===== config.mk =====
export PLATFORM = sky130hd
export DESIGN_NAME = phy_rx_serial_parallel_flat
export DESIGN_NICKNAME = d
export VERILOG_FILES = /design/src/rtl/phy_rx_serial_parallel_pkg.sv /design/src/rtl/phy_rx_serial_parallel_if.sv /design/src/rtl/phy_rx_serial_parallel_shift_align.sv /design/src/rtl/phy_rx_serial_parallel.sv /design/src/flat_wrapper.sv
export SDC_FILE = /design/constraint.sdc
export NUM_CORES = 1
export LEC_CHECK = 0
export ABC_AREA = 1
export BUFFER_PORTS_ARGS = -buffer_cell sky130_fd_sc_hd__buf_4
export CAP_MARGIN = 5
export CORE_MARGIN = 2
export CORE_UTILIZATION = 41
export DETAILED_ROUTE_END_ITERATION = 6
export GPL_ROUTABILITY_DRIVEN = 0
export HOLD_SLACK_MARGIN = 0.02
export PLACE_DENSITY_LB_ADDON = 0.3
export SETUP_SLACK_MARGIN = 0.3
export SLEW_MARGIN = 20
export SYNTH_ARGS = -nofsm -noshare
export SYNTH_HDL_FRONTEND = slang
export SYNTH_SLANG_ARGS = --single-unit

===== constraint.sdc =====
create_clock -name clk_32f -period 4.22 [get_ports clk_32f]
set_input_delay 0 -clock clk_32f [delete_from_list [all_inputs] [get_ports clk_32f]]
set_output_delay 0 -clock clk_32f [all_outputs]
set_load 0.01 [all_outputs]

===== src/rtl/phy_rx_serial_parallel_pkg.sv =====
// Shared types and constants for the PHY lane receiver.
// Contents: alignment/idle symbols, byte and counter widths, receiver state type.
package phy_pkg;

  localparam int unsigned BYTE_W    = 8;
  localparam int unsigned BIT_CNT_W = 3;
  localparam int unsigned COM_CNT_W = 4;
  localparam int unsigned BCNT_W    = 16;

  localparam logic [BYTE_W-1:0] COM_SYM  = 8'hBC;
  localparam logic [BYTE_W-1:0] IDLE_SYM = 8'h7C;

  typedef enum logic [1:0] {
    SEARCH   = 2'd0,
    ALIGNING = 2'd1,
    ACTIVE   = 2'd2
  } state_t;

endpackage : phy_pkg


===== src/rtl/phy_rx_serial_parallel_if.sv =====
// Lane receiver bus: serial input and aligned byte output.
// Signals: data_in (serial, MSB first), data_out/valid_out (aligned byte),
//          active (lane locked), byte_cnt (only with PHY_RX_BYTE_CNT_EN).
// Modports: master drives data_in and observes results; slave is the receiver.
interface phy_rx_serial_parallel_if;
  import phy_pkg::*;

  logic              data_in;
  logic [BYTE_W-1:0] data_out;
  logic              valid_out;
  logic              active;
`ifdef PHY_RX_BYTE_CNT_EN
  logic [BCNT_W-1:0] byte_cnt;
`endif

  modport master (
    output data_in,
    input  data_out,
    input  valid_out,
    input  active
`ifdef PHY_RX_BYTE_CNT_EN
    ,
    input  byte_cnt
`endif
  );

  modport slave (
    input  data_in,
    output data_out,
    output valid_out,
    output active
`ifdef PHY_RX_BYTE_CNT_EN
    ,
    output byte_cnt
`endif
  );

endinterface : phy_rx_serial_parallel_if


===== src/rtl/phy_rx_serial_parallel_shift_align.sv =====
// Serial shift register and byte-boundary counter for one lane.
// Ports: clk_32f, reset_L (async active-low), data_in (serial bit),
//        search (FSM in SEARCH: hold bit counter at 0),
//        nxt (shift register value including the current bit),
//        boundary (current bit completes an aligned byte), com_hit (nxt is COM).
module phy_rx_shift_align
  import phy_pkg::*;
(
  input  logic              clk_32f,
  input  logic              reset_L,
  input  logic              data_in,
  input  logic              search,
  output logic [BYTE_W-1:0] nxt,
  output logic              boundary,
  output logic              com_hit
);

  logic [BYTE_W-1:0]    sr;
  logic [BIT_CNT_W-1:0] bit_cnt;

  // Window seen at this edge; comparisons look at it before it is stored.
  assign nxt      = {sr[BYTE_W-2:0], data_in};
  assign com_hit  = (nxt == COM_SYM);
  assign boundary = !search && (bit_cnt == BIT_CNT_W'(BYTE_W - 1));

  // Shift every edge; bit counter only runs once a COM has set the alignment.
  always_ff @(posedge clk_32f or negedge reset_L) begin
    if (!reset_L) begin
      sr      <= '0;
      bit_cnt <= '0;
    end else begin
      sr <= nxt;
      if (search) bit_cnt <= '0;
      else        bit_cnt <= bit_cnt + BIT_CNT_W'(1);
    end
  end

endmodule : phy_rx_shift_align


===== src/rtl/phy_rx_serial_parallel.sv =====
// Receive-side serial-to-parallel converter for one PHY lane (clk_32f domain).
// Locks on COM_COUNT aligned COM symbols, then delivers each aligned byte on
// data_out with valid_out (COM/IDLE flagged non-valid), held for 8 bit clocks.
// Ports: clk_32f, reset_L (async active-low), bus (slave modport: data_in,
//        data_out, valid_out, active, and byte_cnt when PHY_RX_BYTE_CNT_EN).
// Optional feature macro: PHY_RX_BYTE_CNT_EN (saturating payload byte counter).
module phy_rx_serial_parallel
  import phy_pkg::*;
#(
  parameter int unsigned COM_COUNT = 4
) (
  input logic                      clk_32f,
  input logic                      reset_L,
  phy_rx_serial_parallel_if.slave  bus
);

  state_t               state_q, state_d;
  logic [COM_CNT_W-1:0] com_cnt_q, com_cnt_d;
  logic [BYTE_W-1:0]    nxt;
  logic                 boundary, com_hit;

  logic [BYTE_W-1:0]    data_q, data_d;
  logic                 valid_q, valid_d;
  logic                 active_q, active_d;

  phy_rx_shift_align u_shift (
    .clk_32f  (clk_32f),
    .reset_L  (reset_L),
    .data_in  (bus.data_in),
    .search   (state_q == SEARCH),
    .nxt      (nxt),
    .boundary (boundary),
    .com_hit  (com_hit)
  );

  // State register and COM counter.
  always_ff @(posedge clk_32f or negedge reset_L) begin
    if (!reset_L) begin
      state_q   <= SEARCH;
      com_cnt_q <= '0;
    end else begin
      state_q   <= state_d;
      com_cnt_q <= com_cnt_d;
    end
  end

  // Next-state: COM search at any offset, then COM_COUNT-1 further aligned COMs.
  always_comb begin
    state_d   = state_q;
    com_cnt_d = com_cnt_q;
    unique case (state_q)
      SEARCH: begin
        if (com_hit) begin
          com_cnt_d = COM_CNT_W'(1);
          state_d   = (COM_COUNT == 1) ? ACTIVE : ALIGNING;
        end
      end
      ALIGNING: begin
        if (boundary) begin
          if (com_hit) begin
            if (com_cnt_q + COM_CNT_W'(1) == COM_CNT_W'(COM_COUNT)) begin
              state_d   = ACTIVE;
              com_cnt_d = '0;
            end else begin
              com_cnt_d = com_cnt_q + COM_CNT_W'(1);
            end
          end else begin
            // Broken alignment; this edge is not re-examined as a fresh COM.
            state_d   = SEARCH;
            com_cnt_d = '0;
          end
        end
      end
      ACTIVE:  state_d = ACTIVE;
      default: state_d = SEARCH;
    endcase
  end

  // Output next values: load only at boundaries in ACTIVE, otherwise hold.
  always_comb begin
    data_d   = data_q;
    valid_d  = valid_q;
    active_d = (state_d == ACTIVE);
    if (state_q == ACTIVE && boundary) begin
      data_d  = nxt;
      valid_d = (nxt != COM_SYM) && (nxt != IDLE_SYM);
    end
  end

  // Output registers.
  always_ff @(posedge clk_32f or negedge reset_L) begin
    if (!reset_L) begin
      data_q   <= '0;
      valid_q  <= 1'b0;
      active_q <= 1'b0;
    end else begin
      data_q   <= data_d;
      valid_q  <= valid_d;
      active_q <= active_d;
    end
  end

  assign bus.data_out  = data_q;
  assign bus.valid_out = valid_q;
  assign bus.active    = active_q;

`ifdef PHY_RX_BYTE_CNT_EN
  logic [BCNT_W-1:0] byte_cnt_q;

  // Saturating count of payload bytes, stepped with each valid load.
  always_ff @(posedge clk_32f or negedge reset_L) begin
    if (!reset_L) begin
      byte_cnt_q <= '0;
    end else if (state_q == ACTIVE && boundary && valid_d && byte_cnt_q != '1) begin
      byte_cnt_q <= byte_cnt_q + BCNT_W'(1);
    end
  end

  assign bus.byte_cnt = byte_cnt_q;
`endif

endmodule : phy_rx_serial_parallel


===== src/flat_wrapper.sv =====
// flat-port wrapper written by rule: the top's interface ports become plain ports
module phy_rx_serial_parallel_flat import phy_pkg::*;
#(
  parameter int unsigned COM_COUNT = 4
)
  (clk_32f, reset_L, bus_data_in, bus_data_out, bus_valid_out, bus_active);
  phy_rx_serial_parallel_if bus_i ();
  input logic clk_32f;
  input logic reset_L;
  input wire logic [$bits(bus_i.data_in)-1:0] bus_data_in;
  output wire logic [$bits(bus_i.data_out)-1:0] bus_data_out;
  output wire logic [$bits(bus_i.valid_out)-1:0] bus_valid_out;
  output wire logic [$bits(bus_i.active)-1:0] bus_active;
  assign bus_i.data_in = bus_data_in;
  assign bus_data_out = bus_i.data_out;
  assign bus_valid_out = bus_i.valid_out;
  assign bus_active = bus_i.active;
  phy_rx_serial_parallel #(.COM_COUNT(COM_COUNT)) u_core (.clk_32f(clk_32f), .reset_L(reset_L), .bus(bus_i));
endmodule

==> results of run 1 <==
worst paths after layout:
check | slack [ns] | endpoint | cells after the start
setup / recovery | 2.69 | u_core.bus.data_out[3] | 4
hold / removal | 0.11 | u_core.u_shift.sr[4] | 2
setup reg to reg | 2.69 | u_core.bus.data_out[3] | 4
hold reg to reg | 0.40 | u_core.u_shift.sr[1] | 0
max in group asynchronous | 3.87 | u_core.bus.data_out[2] | 2
min in group clk_32f | 0.34 | u_core.u_shift.sr[0] | 2
cells by family after synthesis:
| group | Yosys count |
|---|---|
| simple gates | 45 |
| flops | 26 |
| buf+inv | 16 |
| compound gates | 10 |
| mux | 5 |
| fa+ha+maj | 4 |
worst reg2reg max path, cell delays in order (launching register included):
cell	delay, ns
sky130_fd_sc_hd__dfrtp_1	0.41
sky130_fd_sc_hd__ha_1	0.20
sky130_fd_sc_hd__ha_1	0.21
sky130_fd_sc_hd__nand3_2	0.23
sky130_fd_sc_hd__mux2_2	0.37
cell usage after synthesis, drive strengths merged:
library cell and n:
a21oi 1, buf 1, dfrtp 26, ha 4, inv 15, mux2 5, nand2 24, nand3 9
nand4 1, nor2 10, nor3 1, o21a 1, o21ai 8
layout make-up:
type | instances | area (um^2)
fillers | 230 | 1230
repair buffers | 14 | 110
clock buffers | 3 | 22.5
clock inverters | 1 | 30.0
flip-flops and latches | 26 | 651
multi-input cells | 64 | 365
well taps | 30 | 37.5
inverters | 15 | 56.3
layer usage:
| metal | share of wire (%) | vias up | routed length (um) |
|---|---|---|---|
| met2 | 49 | 7 | 818 |
| met4 | 0.97 | 0 | 16 |
| met3 | 2.4 | 2 | 39 |
| met1 | 47 | 343 | 779 |
| li1 | - | 371 | - |
| met5 | 0 | - | 0 |
metrics by stage:
| stage | instances | instance area, um^2 | setup slack (ns) | hold slack (ns) | util (%) |
|---|---|---|---|---|---|
| floorplan | 106 | 1080 | 2.81 | -0.296 | - |
| global placement | 147 | 1200 | 2.74 | -0.0819 | 48.0 |
| detailed placement | 147 | 1200 | 2.69 | -0.0777 | 48.0 |
| CTS | 153 | 1270 | 2.68 | 0.0978 | 50.9 |
| global route | 153 | 1270 | 2.64 | 0.127 | 50.9 |
| finish | 153 | 1270 | 2.69 | 0.110 | 50.9 |
sequential cells by signal (all words and copies together), names as in the netlist:
name / cells
u_core.bus.valid_out: 1
u_core.bus.data_out: 8
u_core.bus.active: 1
u_core.u_shift.sr: 7
u_core.com_cnt_q: 4
u_core.u_shift.bit_cnt: 3
u_core.state_q: 2
power groups by stage:
stage	sequential [mW]	combinational, mW	clock [mW]
floorplan	0.267	0.00611	0
global placement	0.266	0.0211	0
detailed placement	0.266	0.0214	0
CTS	0.261	0.0229	0.174
global route	0.262	0.0251	0.183
finish	0.261	0.0221	0.167
cell usage in the layout, fill, tap and decap left out, drive strengths merged:
| cell | Yosys | layout |
|---|---|---|
| a21oi | 1 | 1 |
| buf | 1 | 12 |
| bufinv | 0 | 1 |
| clkbuf | 0 | 3 |
| dfrtp | 26 | 26 |
| dlygate4sd3 | 0 | 2 |
| ha | 4 | 4 |
| inv | 15 | 15 |
| mux2 | 5 | 5 |
| nand2 | 24 | 24 |
| nand3 | 9 | 9 |
| nand4 | 1 | 1 |
| nor2 | 10 | 10 |
| nor3 | 1 | 1 |
| o21a | 1 | 1 |
| o21ai | 8 | 8 |
==> flow_summary.rst, run 1 <==
.. list-table::
   :header-rows: 1

   * - Metric
     - Value
   * - Outcome
     - finished clean
   * - Combinational family with the most area after synthesis
     - simple AND/OR/NAND/NOR gates
   * - Sequential-to-total area share from yosys stat
     - 60.0%
   * - H-tree Lvls
     - 1
   * - Final period demand of the worst path
     - 1.53 ns
   * - Final worst clock skew
     - 0.00650 ns
   * - Tot GR Track Use
     - 11.8%
   * - Met2 GRT Util
     - 18.4%
   * - Area share of the largest cell type after synthesis
     - 60.0%
   * - WS Path Type
     - reg2reg
   * - Arrival time at the worst endpoint
     - 1.74 ns
   * - Number of synthesized register bits
     - 26
   * - Number of synthesis warnings
     - 0
   * - Hold buffer count at cts
     - 2
   * - NetSw
     - 87.2 uW
   * - Post-CTS Repair Setup Buffers
     - 0
   * - Hold/Removal Path Class
     - in2async
   * - TritonCTS buffer count
     - 3
   * - Top Ports
     - 13
   * - Routed vias/inst
     - 4.73
   * - Post-synthesis area per instance
     - 10.2 um^2
   * - CTS tree
     - yes
   * - Leading post-synthesis cells by cell area
     - sky130_fd_sc_hd__dfrtp_1 60%, sky130_fd_sc_hd__nand2_1 8.0%, sky130_fd_sc_hd__inv_1 5.2%
   * - Port buffer count
     - 12
   * - Largest net degree at the start of global routing
     - 27
   * - Global-route wire length before repair
     - 2810 um
   * - Number of DRC markers after the initial detailed-route iteration
     - 18
   * - Leakage
     - 0.637 nW
   * - Power density over the cells
     - 354 nW/um^2
   * - Switching power as a share of total power
     - 19.4%
   * - Number of routed nets with antenna violations
     - 0
   * - Relative contribution of sequential cells to total power
     - 57.9%
   * - Total negative setup slack
     - 0 ns
   * - Area fraction in and, or, nand and nor cells after synthesis
     - 18.4%
   * - Root buffer selected by CTS
     - sky130_fd_sc_hd__clkbuf_4
   * - Clock sink count
     - 26
   * - Power, Total
     - 451 uW
   * - CTS clk-pin slew, worst paths
     - 0.14 ns
   * - Starting density of the core
     - 43.3%
   * - Critical path cell sequence
     - ha_1, ha_1, nand3_2, mux2_2
   * - Internal power summed over all cells
     - 363 uW
   * - Origin of the critical flop-to-flop path
     - u_core.u_shift.bit_cnt[0]
   * - Max stage delay on crit path
     - 0.41 ns
   * - Multiplexer share of the synthesized area
     - 5.89%
   * - Number of buffers and inverters on the critical path
     - 0
   * - Compound-Gate Fraction of Synth Area
     - 4.85%
   * - Width of the die
     - 55.4 um
   * - Worst path required time
     - 4.43 ns
   * - Final Hold Viols
     - 0
   * - RSZ-0062 raised after global routing
     - no
   * - Syn Std Cell Area
     - 1080 um^2
   * - Number of max-slew violations in the final report
     - 0
   * - Slew at the pin closest to its max-slew limit
     - 0.311 ns
   * - Synth Instances
     - 106
   * - WL per Instance
     - 10.8 um
   * - Estimated wirelength of the detail-placed design
     - 1260 um
   * - Signed area change from the synthesized netlist to the final layout
     - 17.4%
   * - Deepest clock path buffer count
     - 2
   * - Most used cell, CP
     - sky130_fd_sc_hd__ha_1
   * - Floorplan row count
     - 18
   * - Detailed-router iteration count before antenna repair
     - 4
   * - Maximum operating frequency
     - 654 MHz
   * - Via count of the first global-routing pass
     - 672
   * - Total number of nets in the final design
     - 131
   * - IR drop worst, VDD
     - 0.000228 V
   * - Overall die height
     - 55.4 um
   * - First element of the critical path
     - u_core.u_shift.bit_cnt[0]
   * - Maximum Capacitance Violations
     - 0
   * - Area share of xor/xnor cells in the synthesized design
     - 0%
   * - Setup-failing EPs final
     - 0
   * - Total global routing overflow
     - 0
   * - Die footprint
     - 3070 um^2
   * - Post-Synthesis Net Count
     - 113
   * - Count of cell types in the netlist
     - 18
   * - Period utilization
     - 36.2%
   * - Share of layout cells above drive strength 1
     - 20.3%
   * - Met1 Use GR
     - 15.2%
   * - Worst Setup End Kind
     - flip-flop
   * - Antenna violations before repair
     - 0
   * - Launching element type of the critical path
     - flip-flop
   * - Source-to-sink clock delay at the later pin of the worst-skew pair
     - 0.31 ns
   * - Critical-path maximum fanout
     - 13
   * - Total routed wirelength
     - 1650 um
   * - Routing layer with the top usage in global route
     - met2
   * - Count of instances resized after the clock tree is built
     - 0
   * - Proportion of power drawn by combinational gates
     - 4.9%
   * - Max-slew headroom
     - 79.2%
   * - Met3 usage
     - 2.81%
   * - Total DRC errors in the routed layout
     - 0
   * - Cell family contributing the most delay on the critical path
     - adder cells
   * - Clock group share of total power
     - 37.2%
   * - Worst-path cell with the longest stage delay
     - sky130_fd_sc_hd__dfrtp_1
   * - Synthesized-area fraction occupied by adder cells
     - 4.62%
   * - Total via count in the routed design
     - 723
   * - Area of the core
     - 2500 um^2
   * - Most area-hungry cell type in the Yosys netlist
     - sky130_fd_sc_hd__dfrtp_1
   * - Antenna Cells
     - 0
Note: power is estimated with default switching activity, not from simulation.
==> inputs of run 2 (changes only) <==
clock period = 1.3 ns   (was 4.22 ns; I/O delays follow)
==> flow_summary.rst, run 2 (synthesis gave the netlist of run 1 again) <==
.. list-table::
   :header-rows: 1

   * - Metric
     - Value
   * - Outcome
     - finished with violations (was finished clean)
   * - Violated checks
     - negative setup slack
   * - Clock sink count
     - 26 (unchanged)
   * - Deepest clock path buffer count
     - 2 (unchanged)
   * - Worst Reg-to-Reg Cells
     - 4 (unchanged)
   * - Slew at the pin closest to its max-slew limit
     - 0.327 ns (was 0.311 ns)
   * - Setup-failing EPs final
     - 5 (was 0)
   * - Worst path required time
     - 1.52 ns (was 4.43 ns)
   * - Worst Setup End Kind
     - flip-flop (unchanged)
   * - Post-layout worst setup margin
     - -0.0155 ns (was 2.69 ns)
   * - Worst hold margin
     - 0.0963 ns (was 0.110 ns)
   * - Width of the die
     - 55.4 um (unchanged)
   * - Leakage
     - 0.724 nW (was 0.637 nW)
   * - Placed cells
     - 151 (was 147)
   * - Total routed wirelength
     - 2130 um (was 1650 um)
   * - Largest net degree at the start of global routing
     - 27 (unchanged)
   * - Final core utilization
     - 62.2% (was 50.9%)
   * - Floorplan row count
     - 18 (unchanged)
   * - Hold/Removal Path Class
     - in2async (unchanged)
   * - Max FFs per register
     - 8 (unchanged)
   * - Area of the core
     - 2500 um^2 (unchanged)
   * - Reg-to-reg slack, setup
     - -0.02 ns (was 2.69 ns)
   * - Most frequent cells in the layout
     - 26 x sky130_fd_sc_hd__dfrtp_1, 19 x sky130_fd_sc_hd__buf_4, 10 x sky130_fd_sc_hd__inv_1, 10 x sky130_fd_sc_hd__nand2_1, 9 x sky130_fd_sc_hd__nand2_2 (was 26 x sky130_fd_sc_hd__dfrtp_1, 23 x sky130_fd_sc_hd__nand2_1, 15 x sky130_fd_sc_hd__inv_1)
   * - Number of max-slew violations in the final report
     - 0 (unchanged)
   * - Antenna violations before repair
     - 0 (unchanged)
   * - H-tree Lvls
     - 1 (unchanged)
   * - Total number of nets in the final design
     - 142 (was 131)
   * - Signed area change from the synthesized netlist to the final layout
     - 43.5% (was 17.4%)
   * - Root buffer selected by CTS
     - sky130_fd_sc_hd__clkbuf_4 (unchanged)
   * - Final worst clock skew
     - 0.00443 ns (was 0.00650 ns)
   * - Overall die height
     - 55.4 um (unchanged)
   * - Port buffer count
     - 12 (unchanged)
   * - Final Hold Viols
     - 0 (unchanged)
   * - Final instance count without filler cells
     - 164 (was 153)
   * - Total negative setup slack
     - -0.0409 ns (was 0 ns)
   * - RSZ-0062 raised after global routing
     - yes (was no)
   * - Power density over the cells
     - 958 nW/um^2 (was 354 nW/um^2)
   * - Total DRC errors in the routed layout
     - 0 (unchanged)
   * - Cell area after placement
     - 1250 um^2 (was 1200 um^2)
   * - Launching element type of the critical path
     - flip-flop (unchanged)
   * - Critical R2R Capture
     - u_core.bus.data_out[2] (was u_core.bus.data_out[3])
   * - Total via count in the routed design
     - 798 (was 723)
   * - Number of DRC markers after the initial detailed-route iteration
     - 8 (was 18)
   * - TritonCTS buffer count
     - 3 (unchanged)
   * - Number of routed nets with antenna violations
     - 0 (unchanged)
   * - Share of layout cells above drive strength 1
     - 50.0% (was 20.3%)
   * - Fill cell instance count of the final layout
     - 209 (was 230)
   * - Period utilization
     - 101% (was 36.2%)
   * - IR drop worst, VDD
     - 0.000665 V (was 0.000228 V)
   * - Tot GR Track Use
     - 14.0% (was 11.8%)
   * - Critical-path maximum fanout
     - 7 (was 13)
   * - WL per Instance
     - 13.0 um (was 10.8 um)
   * - Max-slew headroom
     - 78.2% (was 79.2%)
   * - Antenna Cells
     - 0 (unchanged)
   * - Via count of the first global-routing pass
     - 776 (was 672)
   * - Top Ports
     - 13 (unchanged)
   * - WS Path Type
     - reg2reg (unchanged)
   * - Source-to-sink clock delay at the later pin of the worst-skew pair
     - 0.32 ns (was 0.31 ns)
   * - Estimated wirelength of the detail-placed design
     - 1310 um (was 1260 um)
   * - Maximum Capacitance Violations
     - 0 (unchanged)
   * - Starting density of the core
     - 43.3% (unchanged)
   * - Global-route wire length before repair
     - 3420 um (was 2810 um)
   * - Arrival time at the worst endpoint
     - 1.54 ns (was 1.74 ns)
   * - Detailed-router iteration count before antenna repair
     - 4 (unchanged)
   * - Maximum operating frequency
     - 760 MHz (was 654 MHz)
   * - Most frequent standard cell in the layout excluding fill and tap cells
     - sky130_fd_sc_hd__dfrtp_1 (unchanged)
   * - Die footprint
     - 3070 um^2 (unchanged)
   * - Routed vias/inst
     - 4.87 (was 4.73)
   * - Origin of the critical flop-to-flop path
     - u_core.u_shift.bit_cnt[0] (unchanged)
   * - CTS tree
     - yes (unchanged)
   * - Final period demand of the worst path
     - 1.32 ns (was 1.53 ns)
   * - CTS clk-pin slew, worst paths
     - 0.15 ns (was 0.14 ns)
   * - Layout Cell Area excl Fill
     - 1560 um^2 (was 1270 um^2)
   * - Total global routing overflow
     - 0 (unchanged)
## run 2: cell types whose count changed in the layout (fill, tap and decap cells not counted), sizes merged
| cell | delta |
|---|---|
| buf | +11 |
## run 2: cell type report
cell class | instances | area [um^2] | share of cell area, %
tap | 30 | 37.5 | 2.41
timing repair buffer | 25 | 208 | 13.4
multi-input combinational | 64 | 546 | 35.1
sequential | 26 | 651 | 41.8
clock buffer | 3 | 22.5 | 1.45
inverter | 15 | 61.3 | 3.94
clock inverter | 1 | 30.0 | 1.93
## run 2: worst max-delay path by stage
stage / start / endpoint / cells past startpoint / slack (ns)
after floorplan: u_core.u_shift.bit_cnt[0] / u_core.bus.data_out[5] / 5 / -0.01
after global placement: u_core.u_shift.bit_cnt[0] / u_core.bus.data_out[3] / 4 / 0.01
after detailed placement: u_core.u_shift.bit_cnt[0] / u_core.bus.data_out[2] / 4 / -0.02
after CTS: u_core.u_shift.bit_cnt[0] / u_core.bus.data_out[2] / 4 / -0.004
after global routing: u_core.com_cnt_q[0] / u_core.state_q[0] / 10 / -0.1
final: u_core.u_shift.bit_cnt[0] / u_core.bus.data_out[2] / 4 / -0.02
## run 2: timing repair
action                     in CTS  in global routing
hold endpoints to repair       28                  0
hold buffers                    2                  0
resized for setup              19                 38
pin swaps                       5                  9
setup buffers                   2                  5
setup endpoints to repair      17                 17
## run 2: layer usage
layer	GRT usage [%]	part of all wire, %	vias to the layer above
met5	0	0	-
met4	7.67	0.85	0
met3	2.34	2.1	2
met2	21.9	53	6
met1	18.5	44	400
li1	-	-	390
## run 2: per-stage QoR
stage | setup slack [ns] | total power, mW
3_5_place_dp | -0.0175 | 0.933
4_1_cts | -0.00391 | 1.50
5_1_grt | -0.0993 | 1.54
2_1_floorplan | -0.0116 | 0.886
6_report | -0.0155 | 1.49
3_3_place_gp | 0.0140 | 0.931
## run 2: power by group
group / internal (mW) / total [mW] / switching [mW]
registers: 0.833 / 0.849 / 0.0161
logic: 0.0408 / 0.0836 / 0.0428
clock network: 0.312 / 0.557 / 0.246
total: 1.19 / 1.49 / 0.305
## run 2: worst max-delay path, stage by stage, from the launching register on
cell and delay, ns:
sky130_fd_sc_hd__dfrtp_1 0.41, sky130_fd_sc_hd__ha_2 0.19, sky130_fd_sc_hd__ha_4 0.17, sky130_fd_sc_hd__nand3_4 0.13, sky130_fd_sc_hd__mux2_4 0.32
